<file path="src/rtl/axi_rd_pkg.sv">
// rtl/axi_rd_pkg.sv - shared types and constants for the AXI burst read master
package axi_rd_pkg;

  typedef enum logic [1:0] {
    IDLE = 2'd0,
    ADDR = 2'd1,
    DATA = 2'd2,
    DONE = 2'd3
  } rd_state_t;

  localparam logic [1:0] AXI_BURST_INCR = 2'b01;
  localparam int         AXI_4K         = 4096;

  // log2 of a power-of-two byte count, as encoded in AxSIZE
  function automatic logic [2:0] axi_size(input int bytes);
    axi_size = 3'd0;
    for (int i = 0; i < 8; i++) begin
      if ((1 << i) == bytes) axi_size = 3'(i);
    end
  endfunction

endpackage

</file>
<file path="src/rtl/axi_burst_len_calc.sv">
// rtl/axi_burst_len_calc.sv - beats for the next INCR burst, capped by remaining length, MAX_BURST and 4 KB page
module axi_burst_len_calc
  import axi_rd_pkg::*;
#(
  parameter int DATA_W    = 32,
  parameter int MAX_BURST = 16,
  parameter int LEN_W     = 32
) (
  input  logic [LEN_W-1:0] rem_i,
  input  logic [11:0]      addr_i,
  output logic [8:0]       blen_o
);

  localparam logic [2:0] SIZE = axi_size(DATA_W / 8);
  localparam int         CW   = (LEN_W > 13) ? LEN_W : 13;

  logic [12:0]   to_4k_bytes;
  logic [12:0]   to_4k_beats;
  logic [12:0]   cap;
  logic [CW-1:0] rem_w;
  logic [CW-1:0] cap_w;

  always_comb begin
    to_4k_bytes = 13'(AXI_4K) - {1'b0, addr_i};
    to_4k_beats = to_4k_bytes >> SIZE;
    cap         = (to_4k_beats < 13'(MAX_BURST)) ? to_4k_beats : 13'(MAX_BURST);
    rem_w       = CW'(rem_i);
    cap_w       = CW'(cap);
    blen_o      = (rem_w < cap_w) ? rem_w[8:0] : cap_w[8:0];
  end

endmodule

</file>
<file path="src/rtl/axi_burst_read_master.sv">
// rtl/axi_burst_read_master.sv - AXI4 read master fetching a contiguous block as 4 KB-safe INCR bursts
module axi_burst_read_master
  import axi_rd_pkg::*;
#(
  parameter int DATA_W    = 32,
  parameter int ID_W      = 6,
  parameter int MAX_BURST = 16,
  parameter int LEN_W     = 32
) (
  input  logic              clk,
  input  logic              rst,
  input  logic              start_in,
  input  logic [31:0]       addr_in,
  input  logic [LEN_W-1:0]  len_in,
  output logic              busy,
  output logic              done,
  output logic              err,
  output logic [DATA_W-1:0] out_data,
  output logic              out_valid,
  input  logic              out_ready,
  output logic [ID_W-1:0]   m00_axi_arid,
  output logic [31:0]       m00_axi_araddr,
  output logic [7:0]        m00_axi_arlen,
  output logic [2:0]        m00_axi_arsize,
  output logic [1:0]        m00_axi_arburst,
  output logic              m00_axi_arlock,
  output logic [3:0]        m00_axi_arcache,
  output logic [2:0]        m00_axi_arprot,
  output logic [3:0]        m00_axi_arqos,
  output logic              m00_axi_arvalid,
  input  logic              m00_axi_arready,
  input  logic [ID_W-1:0]   m00_axi_rid,
  input  logic [DATA_W-1:0] m00_axi_rdata,
  input  logic [1:0]        m00_axi_rresp,
  input  logic              m00_axi_rlast,
  input  logic              m00_axi_rvalid,
  output logic              m00_axi_rready
);

  localparam int         BYTES = DATA_W / 8;
  localparam logic [2:0] SIZE  = axi_size(BYTES);

  rd_state_t        state_q, state_d;
  logic [31:0]      addr_q, addr_d;
  logic [LEN_W-1:0] rem_q, rem_d;
  logic [8:0]       blen_q, blen_d;
  logic [7:0]       arlen_q;
  logic [7:0]       bcnt_q, bcnt_d;
  logic             err_q, err_d;
  logic             r_hs;
  logic             enter_addr;
  logic             rid_unused;

  // rid is not checked: only one burst is ever outstanding
  assign rid_unused = ^m00_axi_rid;

  assign r_hs = (state_q == DATA) && m00_axi_rvalid && out_ready;

  always_comb begin
    state_d = state_q;
    addr_d  = addr_q;
    rem_d   = rem_q;
    bcnt_d  = bcnt_q;
    err_d   = err_q;
    case (state_q)
      IDLE: begin
        if (start_in) begin
          addr_d  = addr_in & ~32'(BYTES - 1);
          rem_d   = len_in;
          err_d   = 1'b0;
          state_d = (len_in == '0) ? DONE : ADDR;
        end
      end
      ADDR: begin
        if (m00_axi_arready) begin
          bcnt_d  = arlen_q;
          state_d = DATA;
        end
      end
      DATA: begin
        if (r_hs) begin
          err_d  = err_q | (m00_axi_rresp != 2'b00) | (m00_axi_rlast != (bcnt_q == 8'd0));
          bcnt_d = bcnt_q - 8'd1;
          if (bcnt_q == 8'd0) begin
            rem_d   = rem_q - LEN_W'(blen_q);
            addr_d  = addr_q + (32'(blen_q) << SIZE);
            state_d = (rem_d == '0) ? DONE : ADDR;
          end
        end
      end
      DONE:    state_d = IDLE;
      default: state_d = IDLE;
    endcase
  end

  // Sized from the next-state pointers so the burst is ready the cycle ADDR is entered
  axi_burst_len_calc #(
    .DATA_W   (DATA_W),
    .MAX_BURST(MAX_BURST),
    .LEN_W    (LEN_W)
  ) u_len_calc (
    .rem_i (rem_d),
    .addr_i(addr_d[11:0]),
    .blen_o(blen_d)
  );

  assign enter_addr = (state_d == ADDR) && (state_q != ADDR);

  always_ff @(posedge clk or negedge rst) begin
    if (!rst) begin
      state_q <= IDLE;
      addr_q  <= '0;
      rem_q   <= '0;
      blen_q  <= '0;
      arlen_q <= '0;
      bcnt_q  <= '0;
      err_q   <= 1'b0;
    end else begin
      state_q <= state_d;
      addr_q  <= addr_d;
      rem_q   <= rem_d;
      bcnt_q  <= bcnt_d;
      err_q   <= err_d;
      if (enter_addr) begin
        blen_q  <= blen_d;
        arlen_q <= 8'(blen_d - 9'd1);
      end
    end
  end

  assign busy      = (state_q != IDLE);
  assign done      = (state_q == DONE);
  assign err       = (state_q == DONE) && err_q;
  assign out_valid = (state_q == DATA) && m00_axi_rvalid;
  assign out_data  = (state_q == DATA) ? m00_axi_rdata : '0;

  assign m00_axi_rready  = (state_q == DATA) && out_ready;
  assign m00_axi_arvalid = (state_q == ADDR);
  assign m00_axi_araddr  = addr_q;
  assign m00_axi_arlen   = arlen_q;
  assign m00_axi_arid    = '0;
  assign m00_axi_arsize  = SIZE;
  assign m00_axi_arburst = AXI_BURST_INCR;
  assign m00_axi_arlock  = 1'b0;
  assign m00_axi_arcache = 4'b0011;
  assign m00_axi_arprot  = 3'b000;
  assign m00_axi_arqos   = 4'b0000;

endmodule

</file>
<file path="config.mk">
export PLATFORM = sky130hd
export DESIGN_NAME = axi_burst_read_master
export DESIGN_NICKNAME = d
export VERILOG_FILES = /design/src/rtl/axi_rd_pkg.sv /design/src/rtl/axi_burst_len_calc.sv /design/src/rtl/axi_burst_read_master.sv
export SDC_FILE = /design/constraint.sdc
export NUM_CORES = 1
export LEC_CHECK = 0
export ABC_CLOCK_PERIOD_IN_PS = 8630
export BUFFER_PORTS_ARGS = -buffer_cell sky130_fd_sc_hd__buf_2
export CORE_MARGIN = 3
export CORE_UTILIZATION = 50
export DETAILED_ROUTE_END_ITERATION = 8
export GPL_TIMING_DRIVEN = 0
export PLACE_DENSITY = 0.77
export SLEW_MARGIN = 0
export SYNTH_ARGS = -nofsm -noshare
export SYNTH_HDL_FRONTEND = slang
export SYNTH_HIERARCHICAL = 1
export SYNTH_SLANG_ARGS = --single-unit
export TNS_END_PERCENT = 20
</file>
<file path="constraint.sdc">
create_clock -name clk -period 8.63 [get_ports clk]
set_input_delay 2.1575 -clock clk [delete_from_list [all_inputs] [get_ports clk]]
set_output_delay 2.1575 -clock clk [all_outputs]
set_load 0.02 [all_outputs]
</file>
==> metrics.md <==
| Metric | Value |
|---|---|
| Status | completed |
| WHS Path Cells | 2 |
| VDD IR max | between 200 and 250 µV |
| Critical Path Slowest Stage Cell | or4_1 |
| Post-CTS setup buffer count | 0 |
| Reg2Reg Depth | 24 |
| Synth Area per Inst | slightly above 8 µm² |
| Starting Density | approximately 52% |
| Startpoint types | primary input |
| Post-detail-place hpwl | roughly 21000 µm |
| Setup Crit Path Kind | in -> reg |
| Clock Path Buffers | 2 |
| YS warnings | 6 |
| Antenna Violating Nets Remaining | 0 |
| R2r setup slk | around 1.4 ns |
| WL final | about 27000 µm |
| Reg-to-reg startpoint | bcnt_q[0] |
| Top cells by instance count after synthesis | 92 x dfrtp_1, 81 x nand2_1, 60 x a21oi_1 |
| Post-Layout Cell Count | 1296 |
| Maximum net fanout on the critical path | 10 |
| Multi-input gate area | about 4600 µm² |
| Antenna violations before repair | 1 |
| Total CTS buffers | 9 |
| #FFs+latches synth | 92 |
| Fmax | ~120 MHz |
| Hold Worst Slack | approximately 0.48 ns |
| DRT Pass-1 Iters | 7 |
| Core area | approximately 14000 µm² |
| Worst setup EP type | flop |
| Power, Total | slightly above 3 mW |
| CP Buf/Inv Count | 5 |
| Register area | about 2300 µm² |
| Dpl cells | between 1000 and 1500 |
| CP top delay family | simple AND/OR/NAND/NOR gates |
| Post-Syn Area | about 7400 µm² |
| Starting DRT DRC Count | 760 |
| Synth async-reset ratio | 100.0% |
| # Max-Cap Violations | 0 |
| Post-synth EDFFs | 0 |
| Largest net degree at the start of global routing | 65 |
| Post-Route Skew | 0.005684 ns |
| # hold bufs at CTS | 0 |
| Port bufs | between 150 and 200 |
| Critical-path cell list | clkbuf_1, clkinv_1, nor2_1, clkbuf_1, nor2_1, clkbuf_1, nand2_1, nand2_1, or4_1, or2_2, xor2_1, nand2_1, ha_1, a2111oi_0, nand4_1, a211o_1, buf_6, mux2i_1, or4_1, nor4_1, xor2_1, mux2_4 |
| H-tree Lvls | 3 |
| Die height | 127.7 µm |
| RSZ-0062 raised after global routing | false |
| Max_slew headroom | a little over a third |
| DRC Markers | 0 |
| Slew Limit Fails | 0 |
| Yosys top cell area share | 31.11% |
| TritonCTS Sinks | between 90 and 100 |
| Main area contributors after synthesis | dfrtp_1 31%, ha_1 5.2%, nand2_1 4.1% |
| Ys flop type | dfrtp_1 |
| Period utilization | 96.00% |
| Mapped Cells | 894 |
| Max incr delay on CP | a little under 0.6 ns |
| Top-count cell post-synth | dfrtp_1 |
| Clock transition at the register clock pins on the worst setup and hold paths after CTS | 0.07 ns |
| Routed wire length per instance | ~21 µm |
| Number of vias per cell | slightly above 6 |
| Min-delay src | err_q |
| IO Count | around 210 |
| CTS tree | built |
| Fin nets | approximately 1300 |
| Skew-Pair Late Insertion Delay | ~0.36 ns |
| Yosys cell types | around 80 |
| Fin Setup TNS | 0 ns |
| Fillers | 1333 |
| Fin crit period | 8.285 ns |
| Die area | 16300 µm² |
| Critical path arrival | approximately 8.5 ns |
| Final-report setup violation count | 0 |
| Routability cong. | about 0.97 |
| Least-Margin Pin Slew | 0.9577 ns |
| CP Data Required Time | ~8.9 ns |
| P per Cell Area | 347.9 nW/µm² |
| Hold Crit Endpoint | err_q |
| Die W | 127.7 µm |
| GR Overflow Total | 0 |
| GRT Util Overall | 32.52% |
| Vias in the first global route | 7383 |
| Final Hold Fails | 0 |
| CTS root buf | clkbuf_16 |
| First-pass GRT wire length | between 40000 and 50000 µm |
| Leading area contributor after synthesis | dfrtp_1 |
| P_leak | just over 4 nW |
| Row cnt | between 40 and 50 |
| Min-Delay Path Class | reg -> reg |
| Layout cell share with drive strength beyond 1 | 24.22% |
| Routed vias | about 8000 |
| Seq/Total Area, Yosys | a little under a third |
| Post-cts resize count | 0 |
| R2r endpoint | m00_axi_arlen[7] |
| Synth-to-Final Area Change | 20.64% |
-- worst reg2reg max path: cells and delay by family, from the launching register on --
family / cells / cell delay (ns)
AOI/OAI and AO/OA: 3 / 0.96
xor gates and xnor gates: 1 / 0.13
adders and majority gates: 2 / 0.50
buffers and inverters: 5 / 1.68
DFF: 1 / 0.40
muxes: 2 / 0.50
and+or+nand+nor: 11 / 2.93
-- sequential cells by signal, summed over array words and instances, names as in the netlist --
register / count
m00_axi_arlen: 8
rem_q: 32
state_q: 2
bcnt_q: 8
m00_axi_araddr: 32
blen_q: 9
err_q: 1
-- layout by cell type (no fill, tap or decap), types with 8 or more instances in the layout --
master and n:
ha_1 31, buf_4 24, or2_2 8, o211ai_1 15
a22oi_1 15, and3_1 12, mux2i_1 13, clkbuf_1 38
nor2_1 57, inv_1 41, nor4_1 21, nand3_1 36
mux2_2 8, a21oi_1 60, o21ai_0 45, o22ai_1 27
conb_1 29, xnor2_1 17, a21o_1 8, nand4_1 14
buf_2 183, o22a_1 17, or3_1 15, xor2_1 15
dfrtp_1 92, mux2_4 8, nand2_1 81, clkbuf_16 9
nor3_1 26, and2_1 40
-- where the power goes --
group          internal (mW)  leakage [nW]  total (mW)  switching (mW)
Clock                  0.203         0.131       0.387           0.184
Combinational          0.686          2.90        1.89            1.21
Sequential             0.620          1.10       0.825           0.205
Total                   1.51          4.13        3.11            1.60
-- cell families after synthesis --
| family | share of synthesized area (%) |
|---|---|
| compound gates | 21.59 |
| flops | 31.11 |
| fa+ha+maj | 5.782 |
| xor+xnor | 3.787 |
| buf+inv | 7.963 |
| mux | 4.599 |
| simple gates | 25.02 |
| other cells | 0.1521 |
-- layer usage --
metal	global-route usage (%)	wire (µm)	vias up
met5	0	0	-
met4	11.80	960	0
met3	8.417	2361	69
met2	50.79	12490	376
met1	43.78	11350	3763
li1	-	-	3672
-- area by class of cell --
class / count / area share (%)
multi-input cells: 710 / 51.60
diodes: 1 / 0.02803
clock inverters: 5 / 0.4204
inverters: 43 / 1.808
clock buffers: 10 / 2.677
well taps: 180 / 2.522
flip-flops and latches: 92 / 25.78
repair buffers: 180 / 10.37
plain buffers: 75 / 4.793
-- how the worst max path moves through the flow --
stage	startpoint	to	slack, ns	cells after the start
3_5_place_dp	start_in	m00_axi_arlen[7]	0.1	22
5_1_grt	start_in	m00_axi_arlen[7]	0.01	22
3_3_place_gp	start_in	m00_axi_arlen[7]	0.16	22
4_1_cts	start_in	m00_axi_arlen[7]	0.46	22
2_1_floorplan	start_in	m00_axi_arlen[7]	1.45	22
6_report	start_in	m00_axi_arlen[7]	0.35	22
-- metrics by stage --
step / cell area [µm²] / setup WS, ns / util [%]
after CTS: 8926 / 0.4644 / 62.84
final: 8929 / 0.3450 / 62.86
after global routing: 8929 / 0.01186 / 62.86
after floorplan: 7498 / 1.450 / -
after global placement: 8620 / 0.1629 / 60.69
after detailed placement: 8650 / 0.09530 / 60.90
(Power assumes the default switching activity.)
